### src/rtl/traffic_pkg.sv
// Shared encodings for the traffic light safety monitor: tracked phases,
// fault codes, per-direction lamp decode values and the legal phase-step table.
package traffic_pkg;

    typedef enum logic [2:0] {
        PH_INIT = 3'd0,
        PH_NS_G = 3'd1,
        PH_NS_Y = 3'd2,
        PH_AR_A = 3'd3,
        PH_EW_G = 3'd4,
        PH_EW_Y = 3'd5,
        PH_AR_B = 3'd6
    } phase_e;

    localparam logic [2:0] FC_NONE     = 3'd0;
    localparam logic [2:0] FC_ILLEGAL  = 3'd1;
    localparam logic [2:0] FC_CONFLICT = 3'd2;
    localparam logic [2:0] FC_ORDER    = 3'd3;
    localparam logic [2:0] FC_YELLOW   = 3'd4;
    localparam logic [2:0] FC_GREEN    = 3'd5;
    localparam logic [2:0] FC_ALLRED   = 3'd6;

    typedef enum logic [1:0] {
        LAMP_R       = 2'd0,
        LAMP_Y       = 2'd1,
        LAMP_G       = 2'd2,
        LAMP_ILLEGAL = 2'd3
    } lamp_e;

    // skip_ok allows the yellow phase to hand over directly to the other green.
    function automatic logic legal_step(input phase_e from_ph, input phase_e to_ph,
                                        input logic skip_ok);
        logic ok;
        ok = 1'b0;
        case (from_ph)
            PH_NS_G: ok = (to_ph == PH_NS_Y);
            PH_NS_Y: ok = (to_ph == PH_AR_A) || (skip_ok && (to_ph == PH_EW_G));
            PH_AR_A: ok = (to_ph == PH_EW_G);
            PH_EW_G: ok = (to_ph == PH_EW_Y);
            PH_EW_Y: ok = (to_ph == PH_AR_B) || (skip_ok && (to_ph == PH_NS_G));
            PH_AR_B: ok = (to_ph == PH_NS_G);
            default: ok = 1'b0;
        endcase
        return ok;
    endfunction

endpackage

### src/rtl/traffic_safety_monitor_lamp_decode.sv
// Combinational decode of one direction's red/yellow/green lines; anything
// other than exactly one lit lamp is reported as illegal.
module lamp_decode
    import traffic_pkg::*;
(
    input  logic  red_i,
    input  logic  yellow_i,
    input  logic  green_i,
    output lamp_e lamp_o
);

    always_comb begin
        lamp_o = LAMP_ILLEGAL;
        case ({red_i, yellow_i, green_i})
            3'b100:  lamp_o = LAMP_R;
            3'b010:  lamp_o = LAMP_Y;
            3'b001:  lamp_o = LAMP_G;
            default: lamp_o = LAMP_ILLEGAL;
        endcase
    end

endmodule

### src/rtl/traffic_safety_monitor.sv
// Passive lamp-output checker: tracks the NS/EW phase sequence and dwell times
// and latches a sticky code for the first violation, resyncing to INIT on any fault.
module traffic_safety_monitor
    import traffic_pkg::*;
#(
    parameter int GREEN_MIN     = 5,
    parameter int GREEN_MAX     = 20,
    parameter int YELLOW_CYCLES = 3,
    parameter int ALLRED_MIN    = 0,
    parameter int ALLRED_MAX    = 4
) (
    input  logic        clk_i,
    input  logic        rst_n_i,
    input  logic        ns_red_i,
    input  logic        ns_yellow_i,
    input  logic        ns_green_i,
    input  logic        ew_red_i,
    input  logic        ew_yellow_i,
    input  logic        ew_green_i,
    input  logic        clear_i,
    output logic        fault_o,
    output logic [2:0]  fault_code_o,
    output logic [2:0]  phase_o,
    output logic [4:0]  dwell_o,
    output logic [15:0] cycle_count_o
);

    lamp_e ns_lamp;
    lamp_e ew_lamp;

    lamp_decode u_ns_decode (
        .red_i    (ns_red_i),
        .yellow_i (ns_yellow_i),
        .green_i  (ns_green_i),
        .lamp_o   (ns_lamp)
    );

    lamp_decode u_ew_decode (
        .red_i    (ew_red_i),
        .yellow_i (ew_yellow_i),
        .green_i  (ew_green_i),
        .lamp_o   (ew_lamp)
    );

    phase_e      phase_q, phase_d;
    logic [4:0]  dwell_q, dwell_d;
    logic        first_green_q, first_green_d;
    logic        fault_q, fault_d;
    logic [2:0]  code_q, code_d;
    logic [15:0] count_q, count_d;

    phase_e      obs_phase;
    logic [2:0]  viol;
    int          dwell_int;

    // Map the sampled lamp pair to the phase it represents; all-red belongs to
    // whichever direction just finished.
    always_comb begin
        obs_phase = PH_INIT;
        if (ns_lamp == LAMP_G && ew_lamp == LAMP_R)      obs_phase = PH_NS_G;
        else if (ns_lamp == LAMP_Y && ew_lamp == LAMP_R) obs_phase = PH_NS_Y;
        else if (ns_lamp == LAMP_R && ew_lamp == LAMP_G) obs_phase = PH_EW_G;
        else if (ns_lamp == LAMP_R && ew_lamp == LAMP_Y) obs_phase = PH_EW_Y;
        else if (ns_lamp == LAMP_R && ew_lamp == LAMP_R)
            obs_phase = (phase_q == PH_EW_Y || phase_q == PH_AR_B) ? PH_AR_B : PH_AR_A;
    end

    always_comb begin
        viol          = FC_NONE;
        phase_d       = phase_q;
        dwell_d       = dwell_q;
        first_green_d = first_green_q;
        count_d       = count_q;
        dwell_int     = int'(dwell_q);

        if (ns_lamp == LAMP_ILLEGAL || ew_lamp == LAMP_ILLEGAL) begin
            viol = FC_ILLEGAL;
        end else if (ns_lamp != LAMP_R && ew_lamp != LAMP_R) begin
            viol = FC_CONFLICT;
        end else if (phase_q == PH_INIT) begin
            if (obs_phase == PH_NS_G || obs_phase == PH_EW_G) begin
                phase_d       = obs_phase;
                dwell_d       = 5'd1;
                first_green_d = 1'b1;
            end
        end else if (obs_phase == phase_q) begin
            case (phase_q)
                PH_NS_Y, PH_EW_Y: if (dwell_int == YELLOW_CYCLES) viol = FC_YELLOW;
                PH_NS_G, PH_EW_G: if (dwell_int == GREEN_MAX)     viol = FC_GREEN;
                default:          if (dwell_int == ALLRED_MAX)    viol = FC_ALLRED;
            endcase
            dwell_d = (dwell_q == 5'd31) ? dwell_q : dwell_q + 5'd1;
        end else if (!legal_step(phase_q, obs_phase, ALLRED_MIN == 0)) begin
            viol = FC_ORDER;
        end else begin
            // Legal exit: the phase being left must have met its minimum dwell.
            case (phase_q)
                PH_NS_Y, PH_EW_Y: if (dwell_int < YELLOW_CYCLES) viol = FC_YELLOW;
                PH_NS_G, PH_EW_G: if (!first_green_q && dwell_int < GREEN_MIN) viol = FC_GREEN;
                default:          if (dwell_int < ALLRED_MIN) viol = FC_ALLRED;
            endcase
            phase_d       = obs_phase;
            dwell_d       = 5'd1;
            first_green_d = 1'b0;
            if (obs_phase == PH_NS_G) count_d = count_q + 16'd1;
        end

        if (viol != FC_NONE) begin
            phase_d       = PH_INIT;
            dwell_d       = 5'd0;
            first_green_d = 1'b0;
            count_d       = count_q;
        end
    end

    // A violation coinciding with clear_i wins over the clear.
    always_comb begin
        fault_d = fault_q;
        code_d  = code_q;
        if (clear_i) begin
            fault_d = 1'b0;
            code_d  = FC_NONE;
        end
        if (viol != FC_NONE && (!fault_q || clear_i)) begin
            fault_d = 1'b1;
            code_d  = viol;
        end
    end

    always_ff @(posedge clk_i or negedge rst_n_i) begin
        if (!rst_n_i) begin
            phase_q       <= PH_INIT;
            dwell_q       <= 5'd0;
            first_green_q <= 1'b0;
            fault_q       <= 1'b0;
            code_q        <= FC_NONE;
            count_q       <= 16'd0;
        end else begin
            phase_q       <= phase_d;
            dwell_q       <= dwell_d;
            first_green_q <= first_green_d;
            fault_q       <= fault_d;
            code_q        <= code_d;
            count_q       <= count_d;
        end
    end

    assign fault_o       = fault_q;
    assign fault_code_o  = code_q;
    assign phase_o       = phase_q;
    assign dwell_o       = dwell_q;
    assign cycle_count_o = count_q;

endmodule
### config.mk
export PLATFORM = sky130hd
export DESIGN_NAME = traffic_safety_monitor
export DESIGN_NICKNAME = d
export VERILOG_FILES = /design/src/rtl/traffic_pkg.sv /design/src/rtl/traffic_safety_monitor_lamp_decode.sv /design/src/rtl/traffic_safety_monitor.sv
export SDC_FILE = /design/constraint.sdc
export NUM_CORES = 1
export LEC_CHECK = 0
export ABC_AREA = 0
export ABC_CLOCK_PERIOD_IN_PS = 2400
export CAP_MARGIN = 25
export CELL_PAD_IN_SITES_DETAIL_PLACEMENT = 1
export CELL_PAD_IN_SITES_GLOBAL_PLACEMENT = 1
export CORE_MARGIN = 2
export CORE_UTILIZATION = 39
export DETAILED_ROUTE_END_ITERATION = 12
export PLACE_DENSITY = 0.78
export SYNTH_ARGS = -nofsm -noshare
export SYNTH_HDL_FRONTEND = slang
export SYNTH_HIERARCHICAL = 1
export SYNTH_SLANG_ARGS = --single-unit
export TNS_END_PERCENT = 1
### constraint.sdc
create_clock -name clk_i -period 2.4 [get_ports clk_i]
set_input_delay 0.24 -clock clk_i [delete_from_list [all_inputs] [get_ports clk_i]]
set_output_delay 0.24 -clock clk_i [all_outputs]
set_load 0.005 [all_outputs]
After elaboration in Yosys (flattened, before gate mapping):

Cells that the tools add are included.

* bits in registers: 29
* bits of input ports: 9
* output and inout bits: 28

* add/sub/neg operators: 2
* magnitude comparators: 2
* equality and inequality tests: 34
* mux-type cells: 51
* bitwise operators: 5
* reductions and logical operators: 30

Operator list (number)
* $mux 3: 25
* $mux 5: 8
* $eq 3x3->1 const B: 8
* $eq 3x2->1 const B: 6
* $add 16x1->16 const B: 1
* $mux 1: 13
* $eq 3x1->1 const B: 4
* $pmux 2 s3: 2
* $pmux 3 s2: 2
* $eq 5x5->1 const B: 2
* $reduce_and 5->1: 2
* $eq 2x2->1 const B: 4
* $logic_and 1x1->1: 8
* $reduce_and 7->1: 1
* $logic_or 1x1->1: 6
* $pmux 1 s6: 1
* $reduce_bool 2->1: 3
* $reduce_bool 3->1: 2
* $add 5x1->5 const B: 1
* $eq 5x3->1 const B: 1
* $eq 5x4->1 const B: 1
* $lt 5x2->1 const B: 1
* $lt 5x3->1 const B: 1
* $not 1->1: 5
* other kinds (11): 16

Longest topological paths before layout:

Gate-level depths: netlist (run 1).

* depth after elaboration: 24
* gate-level depth with buffers: 12
* gate-level depth less buffers: 10

Modules after synthesis:

The synthesis (run 1) kept the hierarchy.

Modules (own cells, without submodules)
* traffic_safety_monitor: instances 1, cells an instance 211, area each 1928.1 um^2, sequential area each 725.7 um^2
* lamp_decode: instances 2, cells an instance 4, area each 30.0 um^2, sequential area each 0.0 um^2

Least setup slack after synthesis (run 1):

Ideal clock, no wire load.

* path type: in2reg
* from: input port ns_yellow_i
* to: register count_q[1] (netlist: cycle_count_o[1])
* library setup time: 0.125 ns
* arrival time: 2.158 ns
* required time: 2.275 ns
* setup slack: 0.117 ns
* cell stages on the path: 11
* path buffers: 2
* cell sequence: xor2_1 -> nand2b_1 -> buf_6 -> nor2_1 -> a21oi_1 -> nor4_1 -> nor2_1 -> nand4bb_1 -> buf_2 -> nor2_1 -> mux2_2

* cells in the longest elaborated chain, start to end: 24

RTL lines
* start, declared: line traffic_safety_monitor.sv:15 `input logic ns_yellow_i,`
* $eq 3x1->1, or another cell as far along: line traffic_safety_monitor_lamp_decode.sv:14 `case ({red_i, yellow_i, green_i})`
* $pmux 2 s3 (*): line traffic_safety_monitor_lamp_decode.sv:14
* named net ns_lamp[1]: line traffic_safety_monitor.sv:28 `lamp_e ns_lamp;`
* $logic_not 2->1: line traffic_safety_monitor.sv:62, traffic_safety_monitor.sv:63, traffic_safety_monitor.sv:64
* $logic_and 1x1->1: line traffic_safety_monitor.sv:64 `else if (ns_lamp == LAMP_R && ew_lamp == LAMP_R)`
* $mux 3: line traffic_safety_monitor.sv:64
* $mux 3: line traffic_safety_monitor.sv:63 `else if (ns_lamp == LAMP_R && ew_lamp == LAMP_Y) obs_phase = PH_EW_Y;`
* $mux 3: line traffic_safety_monitor.sv:62 `else if (ns_lamp == LAMP_R && ew_lamp == LAMP_G) obs_phase = PH_EW_G;`
* [9 not listed]
* $mux 3: line traffic_safety_monitor.sv:93 `end else if (!legal_step(phase_q, obs_phase, ALLRED_MIN == 0)) begin`
* $mux 3: line traffic_safety_monitor.sv:86 `end else if (obs_phase == phase_q) begin`
* $mux 3: line traffic_safety_monitor.sv:80 `end else if (phase_q == PH_INIT) begin`
* $mux 3: line traffic_safety_monitor.sv:78 `end else if (ns_lamp != LAMP_R && ew_lamp != LAMP_R) begin`
* $mux 3: line traffic_safety_monitor.sv:76 `if (ns_lamp == LAMP_ILLEGAL || ew_lamp == LAMP_ILLEGAL) begin`
* $reduce_bool 3->1: line traffic_safety_monitor.sv:108 `if (viol != FC_NONE) begin`
* $not 1->1 (no line)
* $reduce_and 7->1 (no line) (*)
* end signal, assigned: line traffic_safety_monitor.sv:144 `count_q <= count_d;`
* end, declared: line traffic_safety_monitor.sv:50 `logic [15:0] count_q, count_d;`

Mark *: on every way through the listed nets, which the timed path passes. The rest lies on a longest branch. The select of a mux whose other input is x is not followed.
A chain may end at the register's enable or synchronous reset.

Worst setup path after layout (run 1):

* from: input port ew_green_i
* to: register count_q[5] (netlist: cycle_count_o[5])

* cells in the longest elaborated chain, start to end: 24

RTL lines
* start, declared: line traffic_safety_monitor.sv:19 `input logic ew_green_i,`
* $eq 3x1->1, or another cell as far along: line traffic_safety_monitor_lamp_decode.sv:14
* $pmux 2 s3 (*): line traffic_safety_monitor_lamp_decode.sv:14
* named net ew_lamp[0]: line traffic_safety_monitor.sv:29 `lamp_e ew_lamp;`
* $logic_not 2->1: line traffic_safety_monitor.sv:60, traffic_safety_monitor.sv:61, traffic_safety_monitor.sv:64
* $logic_and 1x1->1: line traffic_safety_monitor.sv:64
* $mux 3: line traffic_safety_monitor.sv:64
* $mux 3: line traffic_safety_monitor.sv:63
* $mux 3: line traffic_safety_monitor.sv:62
* [9 not listed]
* $mux 3: line traffic_safety_monitor.sv:93
* $mux 3: line traffic_safety_monitor.sv:86
* $mux 3: line traffic_safety_monitor.sv:80
* $mux 3: line traffic_safety_monitor.sv:78
* $mux 3: line traffic_safety_monitor.sv:76
* $reduce_bool 3->1: line traffic_safety_monitor.sv:108
* $not 1->1 (no line)
* $reduce_and 7->1 (no line) (*)

Marked as above.

==> metrics.txt, run 1 <==
DRT antenna net count 0; Skew-Pair Late Insertion Delay between 0.2 and 0.3 ns; register area share after synthesis between 30% and 40%; most frequent cell after synthesis dfrtp_1; Mapped Cells 219; ys async rst share 100%; WL met1 3500 um; global-route wire length before repair roughly 12,000 um; top layer used by detailed routing met4; largest net degree at the start of global routing 30; Power Dens Cells between 300 and 400 nW/um2; clock-pin slew on the worst setup and hold paths approximately 0.070 ns; top cells by area, synth dfrtp_1, xor2_1, nor2_1, nand2_1, ha_1; Fin Setup TNS -0.674 ns; drt via density between 5 and 6; I/O pin count 37; Worst Skew ~0.007 ns; maximum vdd drop approximately 290 uV; Num Clock Sinks 29; DP HPWL approximately 4500 um; Die ar. approximately 5700 um2; Initial Util 41.3%; DP Worst Slack -0.709 ns; P_leak roughly 1.5 nW; Buf/Inv on CP 4; met3 wire length approximately 570 um; CP max FO 8; Maximum Capacitance Violations 0; library cells used by synthesis 50; final hold slack 0.336 ns; drt drc 0; DRT iter0 DRCs about 170; fin cells ~380; Root Driver clkbuf_8; Yosys top cell by area dfrtp_1; critical path type input pin to register; Area growth, synth to finish 62.8%; Post-synth top cells dfrtp_1, nor2_1, xor2_1, nand2_1; final hold vios 0; Setup crit start kind input pin; Tcrit/Tclk final 107%; Post-synth EDFFs 0; final setup violation count 13; row count 25; status complete, but fails checks; Overall Global Routing Usage 28.4%; syn nets ~230; CP arrival about 2.8 ns; WL final 8710 um; routed wl met2 between 4000 and 5000 um; Max-slew headroom roughly 54%; TritonCTS clock tree yes; Final #Nets around 320; fmax 391 MHz; Die Y around 75 um; required time of the critical path 2.60 ns; share of the synthesized area in the top cell type approximately 37%; yosys warns 6; routed len/inst between 20 and 25 um; cell chain of the critical path clkdlybuf4s15_1, xor2_1, nand2b_1, buf_4, nor2_2, nand2_1, o21ai_2, buf_6, o311ai_4, o21ai_4, nand3_4, buf_12, nor4_4, xnor2_1; Synth Register Bits 29; Num CTS Buffers 5; Die Span X between 70 and 80 um; Placer Congestion 0.861; utilization after layout 67.2%; IO Port Bufs 36; Reg-to-Reg Start phase_o[2]; Critical Path Start ew_green_i; minimum clock period 2.56 ns; r2r setup slk -0.10 ns; final setup margin -0.158 ns; Worst-Margin Slew 0.688 ns; Placed Instances between 300 and 400; RSZ-0062 raised after global routing yes; Core ar. ~4800 um2; share of layout cells above drive strength 1 between 40 and 50%; H-tree levels 2; Min-Delay Path Class input pin to async pin; CP max stage cell nor4_4; CP peak stage delay 0.29 ns; Syn Area/Cell between 9 and 10 um2; total gr overflow 0; mapped cell area 1990 um2; CP Capture Type register; DR vias about 2,200; initial antenna violation count 0; Antenna Cells 0; drt pass-1 iters 4; top_reg_cell synth dfrtp_1; max-slew violation count 0; violated checks negative setup slack; Clock Path Buffers 2; CP delay by family, top simple AND/OR/NAND/NOR gates; vias in the first global route between 2,000 and 2,500
[where the power goes]
group | switching (mW) | internal [mW]
Clock | 0.216 | 0.200
Sequential | 0.00356 | 0.495
Combinational | 0.143 | 0.124
[worst register-to-register path: cells and delay by family, from the launching register on]
kind / cells / cell delay, ns
AO/OA/AOI/OAI: 2 / 0.53
flip-flops: 1 / 0.43
AND/OR/NAND/NOR: 3 / 0.57
XOR/XNOR: 2 / 0.52
buffers and inverters: 2 / 0.37
[logic make-up (layout without fill, tap and decap cells)]
| logic type | after synthesis | count (layout) | synth area share [%] |
|---|---|---|---|
| flip-flops | 29 | 29 | 36.5 |
| AO/OA/AOI/OAI | 37 | 37 | 13.8 |
| adder cells (fa/ha/maj) | 4 | 4 | 2.52 |
| buffers and inverters | 19 | 111 | 5.47 |
| XOR/XNOR | 24 | 24 | 10.6 |
| AND/OR/NAND/NOR | 101 | 102 | 28.4 |
| multiplexers | 5 | 5 | 2.64 |
[area by class of cell]
cell class | instances | area (um2)
Fill cell | 548 | 1580
Multi-Input combinational cell | 172 | 1460
Timing Repair Buffer | 95 | 848
Sequential cell | 29 | 728
Tap cell | 67 | 83.8
Clock buffer | 5 | 68.8
Inverter | 8 | 30.0
Clock inverter | 3 | 17.5
[cell usage in the layout (no fill, tap or decap), drive strengths merged, types with 3 or more instances in the layout]
master	count
a211oi	3
a21oi	6
a22oi	4
and3	4
buf	63
clkbuf	6
clkdlybuf4s50	30
dfrtp	29
ha	4
inv	8
mux2i	3
nand2	18
nand2b	7
nand3	13
nand4	3
nor2	24
nor3	10
nor4	9
o21ai	9
o32ai	3
xnor2	5
xor2	19
[flip-flops by register name (all words and copies together) (netlist names)]
signal / flops
cycle_count_o: 16
dwell_o: 5
fault_code_o: 3
phase_o: 3
fault_o: 1
first_green_q: 1
[per-stage QoR]
step	cell area (um2)	power (mW)
after floorplan	1990	0.590
after global placement	2680	0.679
after detailed placement	2680	0.685
after CTS	3010	1.12
after global routing	3240	1.22
final	3240	1.18
[metal layers]
layer / up-vias / track usage (%)
met4: 0 / 11.5
met3: 24 / 6.61
met2: 103 / 47.7
li1: 972 / -
met1: 1125 / 35.2
met5: - / 0
[repair_timing]
item	CTS	global route
endpoints found under the setup margin	29	29
hold buffers	0	0
hold endpoints to repair	0	0
cloned	1	0
pin swaps	20	24
resized for setup	52	48
setup buffers	9	9
[final timing paths]
check | to | depth (start not counted)
setup / recovery | cycle_count_o[5] | 14
min in group clk_i | cycle_count_o[15] | 1
hold / removal | fault_code_o[0] | 2
hold reg to reg | cycle_count_o[15] | 1
max in group asynchronous | phase_o[0] | 2
setup reg to reg | cycle_count_o[5] | 9
(Power assumes the default switching activity.)
==> run 2: changes to the inputs <==
--- a/config.mk
+++ b/config.mk
@@ -11,9 +11,10 @@
 export CELL_PAD_IN_SITES_DETAIL_PLACEMENT = 1
 export CELL_PAD_IN_SITES_GLOBAL_PLACEMENT = 1
 export CORE_MARGIN = 2
-export CORE_UTILIZATION = 39
+export CORE_UTILIZATION = 40
 export DETAILED_ROUTE_END_ITERATION = 12
-export PLACE_DENSITY = 0.78
+export DONT_BUFFER_PORTS = 1
+export PLACE_DENSITY = 0.67
 export SYNTH_ARGS = -nofsm -noshare
 export SYNTH_HDL_FRONTEND = slang
 export SYNTH_HIERARCHICAL = 1
==> metrics.txt, run 2 (same netlist as run 1, synthesis figures left out) <==
Worst Skew a little under 0.006 ns; Overall Global Routing Usage approximately 22%; H-tree levels 2; Critical Path Start phase_o[2]; Maximum Capacitance Violations 0; Placer Congestion 0.858; Placed Instances ~320; IO Port Bufs 0; final hold vios 0; Num CTS Buffers 5; clock-pin slew on the worst setup and hold paths approximately 0.06 ns; Tcrit/Tclk final around 100%; DP HPWL roughly 4300 um; final setup violation count 0; drt drc 0; Skew-Pair Late Insertion Delay approximately 0.28 ns; worst hold start clear_i; global-route wire length before repair between 9000 and 10,000 um; Antenna Cells 0; max-slew violation count 0; reg2reg path depth 9; RSZ-0062 raised after global routing yes; Num Clock Sinks 29; Power Dens Cells between 400 and 500 nW/um2; row count 25; post-route cell area around 2600 um2; Largest register FFs 16; DRT iter0 DRCs 70; I/O pin count 37; drt pass-1 iters 4; Min-Delay Path Class input pin to register; Die Y approximately 75 um; largest net degree at the start of global routing 30; P_leak about 1.2 nW; initial antenna violation count 0; DRT antenna net count 0; most frequent cells in the layout buf_4, dfrtp_1, nor2_1; Reg-to-Reg Start phase_o[2]; Setup crit start kind register; Die ar. roughly 5600 um2; hold endpoint fault_code_o[0]; vias in the first global route slightly above 2,000; CP max FO 7; Pwr Total approximately 1.2 mW; share of layout cells above drive strength 1 roughly a third; maximum vdd drop 442 uV; total gr overflow 0; commonest non-fill, non-tap cell in the layout buf_4; worst reg2reg path endpoint cycle_count_o[13]; Placed Area roughly 2300 um2; routed len/inst between 15 and 20 um; CP Capture Type register; Area growth, synth to finish 32.9%; Worst-Margin Slew between 0.5 and 0.6 ns; fin cells 332; CP arrival around 2.6 ns; WL final a little under 6000 um; r2r setup slk 0.01 ns; minimum clock period about 2.4 ns; Fin Setup TNS 0 ns; Die Span X 74.5 um; status complete, no violations; final setup margin roughly 0.010 ns; DP Worst Slack -0.238 ns; critical path type register to register; TritonCTS clock tree yes; fmax about 420 MHz; DR vias ~1,900; drt via density roughly 5.6; Clock Path Buffers 2; required time of the critical path approximately 2.6 ns; Layout fillers approximately 560; Worst Hold Depth 1; Core ar. about 4800 um2; Initial Util a little over two fifths; Final #Nets roughly 280; Max-slew headroom approximately 60%; Root Driver clkbuf_8
[run 2: cell types whose count changed in the layout (fill, tap and decap cells not counted), moves of 4 or more]
| cell | before | now |
|---|---|---|
| buf_6 | 14 | 1 |
| clkdlybuf4s50_1 | 30 | 0 |
| nor2_1 | 14 | 22 |
| nor2_2 | 6 | 0 |
| nor3_4 | 5 | 1 |
[run 2: routing by layer]
metal	up-vias	routed length, um	track usage [%]
met4	0	68	4.96
met2	36	3080	40.6
met5	-	0	0
met3	7	235	5.42
met1	946	2540	27.0
li1	881	-	-
[run 2: final cells by class]
| class | instances | area (um2) | area share (%) |
|---|---|---|---|
| multi-input cells | 172 | 1300 | 49.3 |
| flip-flops and latches | 29 | 729 | 27.6 |
| repair buffers | 48 | 379 | 14.3 |
| clock buffers | 7 | 86.3 | 3.27 |
| well taps | 67 | 83.8 | 3.17 |
| clock inverters | 1 | 30.0 | 1.14 |
| inverters | 8 | 30.0 | 1.14 |
[run 2: where the power goes]
part / total (mW) / leakage (nW) / switching [mW] / internal (mW)
clock: 0.518 / 0.0585 / 0.180 / 0.338
combinational: 0.171 / 0.738 / 0.0985 / 0.0728
sequential: 0.500 / 0.387 / 0.00491 / 0.495
[run 2: how the worst max path moves through the flow]
stage	slack, ns	endpoint
floorplan	0.12	cycle_count_o[1]
global route	-0.07	cycle_count_o[13]
global placement	-0.17	cycle_count_o[1]
finish	0.01	cycle_count_o[13]
detailed placement	-0.24	cycle_count_o[1]
CTS	0.006	cycle_count_o[8]
[run 2: critical path, stage by stage, from the launching register on]
cell      delay, ns
dfrtp_2        0.48
buf_4          0.18
or3_1          0.40
nand2_2        0.10
or4_1          0.13
o311ai_2       0.14
o21ai_4        0.15
nand3_4        0.15
or3_4          0.41
xnor2_1        0.13
[run 2: metrics by stage]
step,hold slack [ns],util [%]
floorplan,-0.0556,-
global placement,-0.0549,48.7
detailed placement,-0.0548,48.7
CTS,0.0728,52.9
global route,0.0770,55.6
finish,0.0732,55.6
[run 2: repair_timing]
item | in CTS | in global routing
pin swaps | 2 | 4
setup endpoints to repair | 16 | 26
hold buffers | 2 | 0
buffers inserted | 3 | 0
gates cloned | 0 | 1
gates resized for setup | 7 | 23
hold endpoints to repair | 29 | 0
